### config.mk
export PLATFORM = sky130hd
export DESIGN_NAME = param_readback_serializer
export DESIGN_NICKNAME = d
export VERILOG_FILES = /design/src/rtl/param_readback_serializer.sv
export SDC_FILE = /design/constraint.sdc
export NUM_CORES = 1
export LEC_CHECK = 0
export CAP_MARGIN = 40
export CORE_MARGIN = 1.5
export CORE_UTILIZATION = 40
export CTS_BUF_LIST = sky130_fd_sc_hd__clkbuf_4
export DETAILED_ROUTE_END_ITERATION = 16
export GPL_TIMING_DRIVEN = 0
export HOLD_SLACK_MARGIN = 0.02
export PLACE_DENSITY = 0.78
export SKIP_CTS_REPAIR_TIMING = 1
export SYNTH_ARGS = -nofsm -noshare
export SYNTH_HDL_FRONTEND = slang
export SYNTH_SLANG_ARGS = --single-unit
export TNS_END_PERCENT = 5
### constraint.sdc
create_clock -name clk -period 2.57 [get_ports clk]
set_clock_uncertainty 0.1 [all_clocks]
set_input_delay 0.771 -clock clk [delete_from_list [all_inputs] [get_ports clk]]
set_output_delay 0.771 -clock clk [all_outputs]
set_load 0.02 [all_outputs]
### src/rtl/param_readback_serializer.sv
// param_readback_serializer
//   Snapshots the stored perceptron parameter bytes and streams them out as a framed
//   byte sequence over a valid/ready interface: header byte, then every neuron's
//   weights, bias and threshold (neuron 0 first).
//   Optional feature macro: READBACK_CSUM_EN appends an XOR checksum byte to each frame.
//   Without the macro the frame ends on the last payload byte.
module param_readback_serializer #(
  parameter int         NUM_NEURONS = 4,
  parameter int         NUM_INPUTS  = 4,
  parameter logic [7:0] HEADER_BYTE = 8'hA5
) (
  input  logic                                      clk,
  input  logic                                      rst_n,
  input  logic [NUM_NEURONS*(NUM_INPUTS+2)*8-1:0]   params_flat,
  input  logic                                      start,
  input  logic                                      out_ready,
  output logic [7:0]                                out_data,
  output logic                                      out_valid,
  output logic                                      out_last,
  output logic                                      busy,
  output logic                                      done
);

  localparam int BPN   = NUM_INPUTS + 2;
  localparam int TOTAL = NUM_NEURONS * BPN;
  localparam int CNT_W = $clog2(TOTAL + 1);
  localparam logic [CNT_W-1:0] CNT_LAST = CNT_W'(TOTAL - 1);

`ifdef READBACK_CSUM_EN
  typedef enum logic [1:0] {ST_IDLE, ST_HDR, ST_PAYLOAD, ST_CSUM} state_t;
`else
  typedef enum logic [1:0] {ST_IDLE, ST_HDR, ST_PAYLOAD} state_t;
`endif

  state_t           state, state_nxt;
  logic [7:0]       snap [TOTAL];
  logic [CNT_W-1:0] cnt;
  logic             done_q;
  logic             hs;
  logic             take;
  logic             pay_end;

`ifdef READBACK_CSUM_EN
  logic [7:0]       csum;
`endif

  // A byte moves on valid&&ready; a new frame is only accepted from IDLE.
  assign hs      = out_valid && out_ready;
  assign take    = (state == ST_IDLE) && start;
  assign pay_end = (state == ST_PAYLOAD) && (cnt == CNT_LAST);

  // State register.
  always_ff @(posedge clk or negedge rst_n) begin
    if (!rst_n) state <= ST_IDLE;
    else        state <= state_nxt;
  end

  // Next-state logic: each state advances only when its byte is accepted.
  always_comb begin
    state_nxt = state;
    case (state)
      ST_IDLE:    if (start) state_nxt = ST_HDR;
      ST_HDR:     if (hs)    state_nxt = ST_PAYLOAD;
`ifdef READBACK_CSUM_EN
      ST_PAYLOAD: if (hs && pay_end) state_nxt = ST_CSUM;
      ST_CSUM:    if (hs)    state_nxt = ST_IDLE;
`else
      ST_PAYLOAD: if (hs && pay_end) state_nxt = ST_IDLE;
`endif
      default:    state_nxt = ST_IDLE;
    endcase
  end

  // Output decode: every output depends only on registered state, so no input-to-output paths.
  always_comb begin
    out_data  = 8'h00;
    out_valid = 1'b0;
    out_last  = 1'b0;
    busy      = 1'b0;
    case (state)
      ST_HDR: begin
        out_data  = HEADER_BYTE;
        out_valid = 1'b1;
        busy      = 1'b1;
      end
      ST_PAYLOAD: begin
        out_data  = snap[cnt];
        out_valid = 1'b1;
        busy      = 1'b1;
`ifndef READBACK_CSUM_EN
        out_last  = pay_end;
`endif
      end
`ifdef READBACK_CSUM_EN
      ST_CSUM: begin
        out_data  = csum;
        out_valid = 1'b1;
        out_last  = 1'b1;
        busy      = 1'b1;
      end
`endif
      default: ;
    endcase
  end

  // Parameter snapshot: captured once at frame start so later host writes cannot tear the frame.
  always_ff @(posedge clk or negedge rst_n) begin
    if (!rst_n) begin
      for (int k = 0; k < TOTAL; k++) snap[k] <= 8'h00;
    end else if (take) begin
      for (int k = 0; k < TOTAL; k++) snap[k] <= params_flat[8*k +: 8];
    end
  end

  // Payload byte counter: cleared at frame start, stops at the terminal count (state exits there).
  always_ff @(posedge clk or negedge rst_n) begin
    if (!rst_n)                                cnt <= '0;
    else if (take)                             cnt <= '0;
    else if (hs && (state == ST_PAYLOAD) && !pay_end) cnt <= cnt + 1'b1;
  end

`ifdef READBACK_CSUM_EN
  // Running XOR of accepted payload bytes, presented as the closing byte.
  always_ff @(posedge clk or negedge rst_n) begin
    if (!rst_n)                              csum <= 8'h00;
    else if (take)                           csum <= 8'h00;
    else if (hs && (state == ST_PAYLOAD))    csum <= csum ^ snap[cnt];
  end
`endif

  // Completion pulse: one cycle after the final byte is accepted.
  always_ff @(posedge clk or negedge rst_n) begin
    if (!rst_n) done_q <= 1'b0;
    else        done_q <= hs && out_last;
  end

  assign done = done_q;

endmodule

==> flow_metrics.py, run 1 <==
metrics = {
    "power": {
        "cellLeakagePower_nw": 4.97,
        "combPwrFrac": 0.448,
        "power_switching_mw": 4.59,
        "p_clk_frac": 0.130,
        "irDropWorstVdd_uv": 396,
        "p_int_mw": 8.53,
        "netSwitchingFraction": 0.349,
        "seqPwrFrac": 0.422,
        "power.density_nw_per_um2": 1040,
    },
    "logic_synthesis": {
        "netlist_area_sq_um": 9350,
        "syn_nets": 869,
        "ys_ff_latch": 200,
        "synth_cell_types": 33,
        "synth_edf_count": 0,
        "syn_inst": 667,
        "ys.warnings.count": 0,
        "synth-async-reset-ratio": 1.00,
        "ys.flop_type": "dfrtp_1",
        "avgSynthCellArea_sq_um": 14.0,
        "seq_area_frac_synth": 0.535,
    },
    "global_route": {
        "grt_max_degree": 110,
        "antenna_found_initial": 2,
        "grt_usage": 0.207,
        "grt-ovfl-total": 0,
        "grt_pass1_vias": 6628,
        "grt_pass1_wl_um": 37400,
    },
    "layout": {
        "utilization": 0.551,
        "mostFrequentLayoutCells": "dfrtp_1, mux2_2, clkdlybuf4s50_1",
        "fin_nets": 1102,
        "areaGrowthSynthToFinish_pct": 34.4,
        "drive_gt1_frac": 0.381,
        "layout_commonest_cell": "dfrtp_1",
        "fill_cells": 1931,
        "final-instance-count-excl-fill": 1228,
    },
    "drt": {
        "routedWlPerCell_um": 20.1,
        "dr_wl_met3_um": 1250,
        "route.detailed.drc": 0,
        "drt_iter0_markers": 328,
        "routed.top_layer": "met4",
        "wl_met2_um": 11900,
        "drt-met1-wl_um": 11000,
        "vias_per_cell": 5.09,
        "drt-total-wl_um": 24600,
        "firstDrtPassIters": 4,
        "drtAntennaViolNets": 0,
        "vias": 6245,
    },
    "critical_path": {
        "r2r-start": "state[1]",
        "cp_max_fo": 5,
        "required_ns": 1.70,
        "critPathArrivalTime_ns": 2.40,
        "worst_setup_path_end_kind": "primary output",
        "path_class": "reg2out",
        "critical_path.startpoint": "cnt[0]",
        "critPathLaunchType": "flip-flop",
    },
    "timing": {
        "clock.fmax_mhz": 306,
        "rsz0062_at_grt": "true",
        "slew_headroom": 0.504,
        "maxSlewViolCount": 0,
        "tightestPinTransition_ns": 0.744,
        "postLayoutSetupSlackWorst_ns": -0.700,
        "hold_viol": 0,
        "layout_min_cycle_time_ns": 3.27,
        "post-route-period-util": 1.27,
        "hold_slack_ns": 0.0480,
        "setup_viol": 9,
    },
    "cts": {
        "clk_latency_ns": 0.57,
        "htree_num_levels": 4,
        "cts_root_buffer": "clkbuf_4",
        "cts_buffers": 17,
        "path_clk_slew_ns": 0.17,
        "cts_sinks": 200,
        "tritoncts": "built",
        "clk_path_buf_depth": 2,
    },
    "floorplanning": {
        "dieHeight_um": 156,
        "num_io_pins": 208,
        "dieArea_sq_um": 24300,
        "rows": 55,
        "initial_core_util": 0.410,
        "die_w_um": 156,
        "core_sq_um": 22800,
    },
    "run": {
        "drv_cap": 0,
    },
    "outcome": {
        "violations": "negative setup slack",
        "outcome": "finished, violations left",
    },
    "placed_design": {
        "dp_hpwl_um": 18200,
        "place_congestion": 0.849,
        "place_inst": 1188,
        "port_buffers": 207,
        "dp_slack_ns": -0.823,
    },
    "worst_hold_path": {
        "min_path_type": "in2async",
    },
}
==> flip-flops by register name, summed over array words and instances, names as in the netlist <==
signal,cells
state,2
done,1
snap,192
cnt,5
==> area by class of cell <==
type / count / area [sq um] / share of cell area
Antenna cell: 2 / 5.00 / 0.000398
Sequential cell: 200 / 5010 / 0.399
Clock inverter: 15 / 163 / 0.0129
Multi-Input combinational cell: 417 / 4340 / 0.346
Tap cell: 313 / 392 / 0.0312
Buffer: 42 / 325 / 0.0259
Timing Repair Buffer: 215 / 2180 / 0.173
Clock buffer: 17 / 128 / 0.0102
Inverter: 7 / 26.3 / 0.00209
==> Yosys cell counts, types with 7 or more instances <==
library cell    n  area [sq um]
a31oi_1        14          87.6
nand2_1        22          82.6
buf_2          28           140
a22oi_1        24           180
nand3_1        16          80.1
mux2i_1        81           811
dfrtp_1       200          5000
buf_4           7          52.6
inv_1           7          26.3
mux4_1          7           184
nor2_1          8          30.0
a21oi_1        17          85.1
mux2_2        198          2230
==> kinds of logic after synthesis <==
group,synth area share
AOI/OAI and AO/OA,0.0399
DFF,0.535
buffers and inverters,0.0307
muxes,0.347
xor gates and xnor gates,0.00281
and+or+nand+nor,0.0359
adders and majority gates,0.00803
==> metal layers <==
metal | track usage | up-vias
met1 | 0.283 | 3137
li1 | - | 2902
met2 | 0.333 | 182
met4 | 0.0658 | 0
met5 | 0 | -
met3 | 0.0381 | 24
==> worst paths after layout <==
kind / end / slack, ns / depth (start not counted)
worst min-delay path: snap[145] / 0.05 / 1
worst max register to register: snap[25] / 0.37 / 7
max in group asynchronous: snap[62] / 1.33 / 2
worst max-delay path: out_data[4] / -0.70 / 7
min in group clk: snap[19] / 0.42 / 1
worst min register to register: snap[19] / 0.42 / 1
==> power groups by stage <==
stage / clock (mW) / sequential, mW / combinational (mW)
floorplan: 0 / 5.31 / 3.93
global placement: 0 / 5.51 / 5.33
detailed placement: 0 / 5.58 / 5.44
CTS: 1.77 / 5.50 / 5.45
global route: 1.90 / 5.73 / 6.32
finish: 1.71 / 5.53 / 5.88
==> worst max-delay path: stages, from the launching register on <==
cell and delay, ns:
dfrtp_2 0.46, buf_6 0.16, buf_4 0.12, mux4_2 0.49, mux2_4 0.29, nand2_2 0.06
a31oi_1 0.08, buf_4 0.17
==> stage by stage <==
stage	power, mW	area (sq um)	setup TNS, ns
2_1_floorplan	9.25	9410	0
3_3_place_gp	10.8	11900	-1572.52
3_5_place_dp	11.0	11900	-28.94
4_1_cts	12.7	12200	-13.31
5_1_grt	14.0	12600	-6.62
6_report	13.1	12600	-5.53
Power figures use the tool's default switching activity.
==> run 2: changes to the inputs <==
--- a/config.mk
+++ b/config.mk
@@ -12,9 +12,8 @@
 export DETAILED_ROUTE_END_ITERATION = 16
 export GPL_TIMING_DRIVEN = 0
 export HOLD_SLACK_MARGIN = 0.02
-export PLACE_DENSITY = 0.78
+export PLACE_DENSITY = 0.66
 export SKIP_CTS_REPAIR_TIMING = 1
 export SYNTH_ARGS = -nofsm -noshare
 export SYNTH_HDL_FRONTEND = slang
 export SYNTH_SLANG_ARGS = --single-unit
-export TNS_END_PERCENT = 5
==> run 2 against run 1 <==
Compared with the run above:
- the run still ends with negative setup slack left
- sequential share of layout area down 0.14 points
- power about the same
- sequential power about the same
- global-route usage up 0.10 points
- final cell count up 0.24%
- combinational power up 1%
- highest routed layer is now met5
- flip-flop and latch count unchanged
- largest cell class unchanged
- utilization up 0.19 points
- critical path type unchanged
- first-iteration DRC count down 17%
- maximum frequency up 0.40%
- register-to-register slack worse by 0.09 ns
- largest power group unchanged
==> flow_metrics.py, run 2 (synthesis results as in run 1) <==
metrics = {
    "timing": {
        "tightestPinTransition_ns": 0.687,
        "postLayoutSetupSlackWorst_ns": -0.687,
        "post-route-period-util": 1.27,
        "hold_viol": 0,
        "layout_min_cycle_time_ns": 3.26,
        "maxSlewViolCount": 0,
        "slew_headroom": 0.542,
        "hold_slack_ns": 0.0254,
        "clock.fmax_mhz": 307,
        "setup_viol": 10,
        "rsz0062_at_grt": "true",
    },
    "drt": {
        "firstDrtPassIters": 5,
        "vias_per_cell": 5.06,
        "vias": 6223,
        "drtAntennaViolNets": 0,
        "routedWlPerCell_um": 20.2,
        "drt-total-wl_um": 24900,
        "drt_iter0_markers": 271,
        "route.detailed.drc": 0,
    },
    "placed_design": {
        "place_inst": 1188,
        "dp_hpwl_um": 18500,
        "dp_slack_ns": -0.869,
        "dpl_cell_area_sq_um": 11900,
        "port_buffers": 207,
        "place_congestion": 0.783,
    },
    "critical_path": {
        "crit_buf_inv": 4,
        "critPathTopFamily": "buffers and inverters",
        "critPathArrivalTime_ns": 2.39,
        "slowest_delay_ns": 0.45,
        "required_ns": 1.70,
        "cp_max_fo": 10,
        "worst_setup_path_end_kind": "primary output",
        "critPathLaunchType": "flip-flop",
        "path_cells": "buf_12 > buf_12 > buf_12 > mux2i_4 > a22oi_2 > nand3_2 > a31oi_1 > buf_4",
        "path_class": "reg2out",
        "critPathSlowestCell": "dfrtp_1",
        "crit_path_frequent_cell": "buf_12",
    },
    "layout": {
        "mostFrequentLayoutCells": "dfrtp_1, mux2_2, clkdlybuf4s50_1",
        "multiInputGateArea_sq_um": 4370,
        "fill_cells": 1948,
        "layout_commonest_cell": "dfrtp_1",
        "fin_nets": 1105,
        "seqCellArea_sq_um": 5000,
        "areaGrowthSynthToFinish_pct": 34.8,
        "biggestRegsByFlops": "snap: 192 flops, cnt: 5 flops, state: 2 flops",
        "largest_reg_flops": 192,
        "drive_gt1_frac": 0.392,
        "post-route-cell-area_sq_um": 12600,
        "regMostFlops": "snap",
        "final-instance-count-excl-fill": 1231,
    },
    "global_route": {
        "grt_pass1_vias": 6556,
        "grt_pass1_wl_um": 37500,
        "antenna_found_initial": 3,
        "grt_usage": 0.208,
        "grt-ovfl-total": 0,
        "grt_max_degree": 115,
    },
    "power": {
        "irDropWorstVdd_uv": 400,
        "power.density_nw_per_um2": 1040,
        "cellLeakagePower_nw": 4.98,
        "power.total_mw": 13.1,
    },
    "floorplanning": {
        "num_io_pins": 208,
        "dieHeight_um": 156,
        "dieArea_sq_um": 24300,
        "initial_core_util": 0.410,
        "rows": 55,
        "core_sq_um": 22800,
        "die_w_um": 156,
    },
    "cts": {
        "clk_latency_ns": 0.58,
        "clk_path_buf_depth": 2,
        "tritoncts": "built",
        "cts_sinks": 200,
        "cts_root_buffer": "clkbuf_4",
        "htree_num_levels": 4,
        "cts_buffers": 17,
        "path_clk_slew_ns": 0.17,
    },
    "outcome": {
        "outcome": "finished, violations left",
        "violations": "negative setup slack",
    },
    "worst_hold_path": {
        "min_path_type": "in2async",
    },
    "run": {
        "drv_cap": 0,
    },
}
run 2: cell types whose count changed in the layout (fill, tap and decap cells not counted), sizes merged:
cell	before	now
inv	15	11
clkinv	4	5
clkbuf	21	19
clkinvlp	2	5
buf	58	63
run 2: cell type report:
class                   instances  area share
multi-input cells             417       0.347
inverters                       7     0.00238
well taps                     313      0.0311
clock inverters                15      0.0115
repair buffers                218       0.173
clock buffers                  17      0.0101
flip-flops and latches        200       0.397
plain buffers                  42      0.0284
diodes                          2    0.000397
run 2: stage by stage:
stage,TNS (ns),utilization
after global routing,-6.73,0.553
after detailed placement,-29.84,0.523
final,-5.46,0.553
after global placement,-1638.64,0.521
after floorplan,0,-
after CTS,-13.22,0.535
run 2: where the power goes:
| part | internal, mW | total (mW) | leakage (nW) | switching, mW |
|---|---|---|---|---|
| Clock | 0.504 | 1.65 | 0.139 | 1.15 |
| Combinational | 3.35 | 5.95 | 2.48 | 2.60 |
| Sequential | 4.71 | 5.52 | 2.36 | 0.814 |
run 2: final timing paths:
check                      cells past startpoint     endpoint  slack (ns)     start
min in group clk                               1     snap[27]        0.42  snap[27]
min reg2reg                                    1     snap[27]        0.42  snap[27]
min                                            1     snap[78]        0.03     rst_n
max in group asynchronous                      2       cnt[0]        1.33     rst_n
max reg2reg                                    8     snap[29]        0.28  state[1]
max                                            8  out_data[1]       -0.69    cnt[0]
run 2: per-layer routing:
layer / track usage / share of wire / up-vias
met3: 0.0425 / 0.053 / 17
met5: 0 / 0.00052 / -
met1: 0.285 / 0.46 / 3131
met4: 0.0630 / 0.012 / 2
met2: 0.331 / 0.47 / 168
li1: - / - / 2905
==> run 3: changes to the inputs <==
--- a/config.mk
+++ b/config.mk
@@ -10,6 +10,7 @@
 export CORE_UTILIZATION = 40
 export CTS_BUF_LIST = sky130_fd_sc_hd__clkbuf_4
 export DETAILED_ROUTE_END_ITERATION = 16
+export GPL_ROUTABILITY_DRIVEN = 1
 export GPL_TIMING_DRIVEN = 0
 export HOLD_SLACK_MARGIN = 0.02
 export PLACE_DENSITY = 0.66
==> results of run 3 <==
The final DEF is identical to that of run 2; final timing and power are the same.
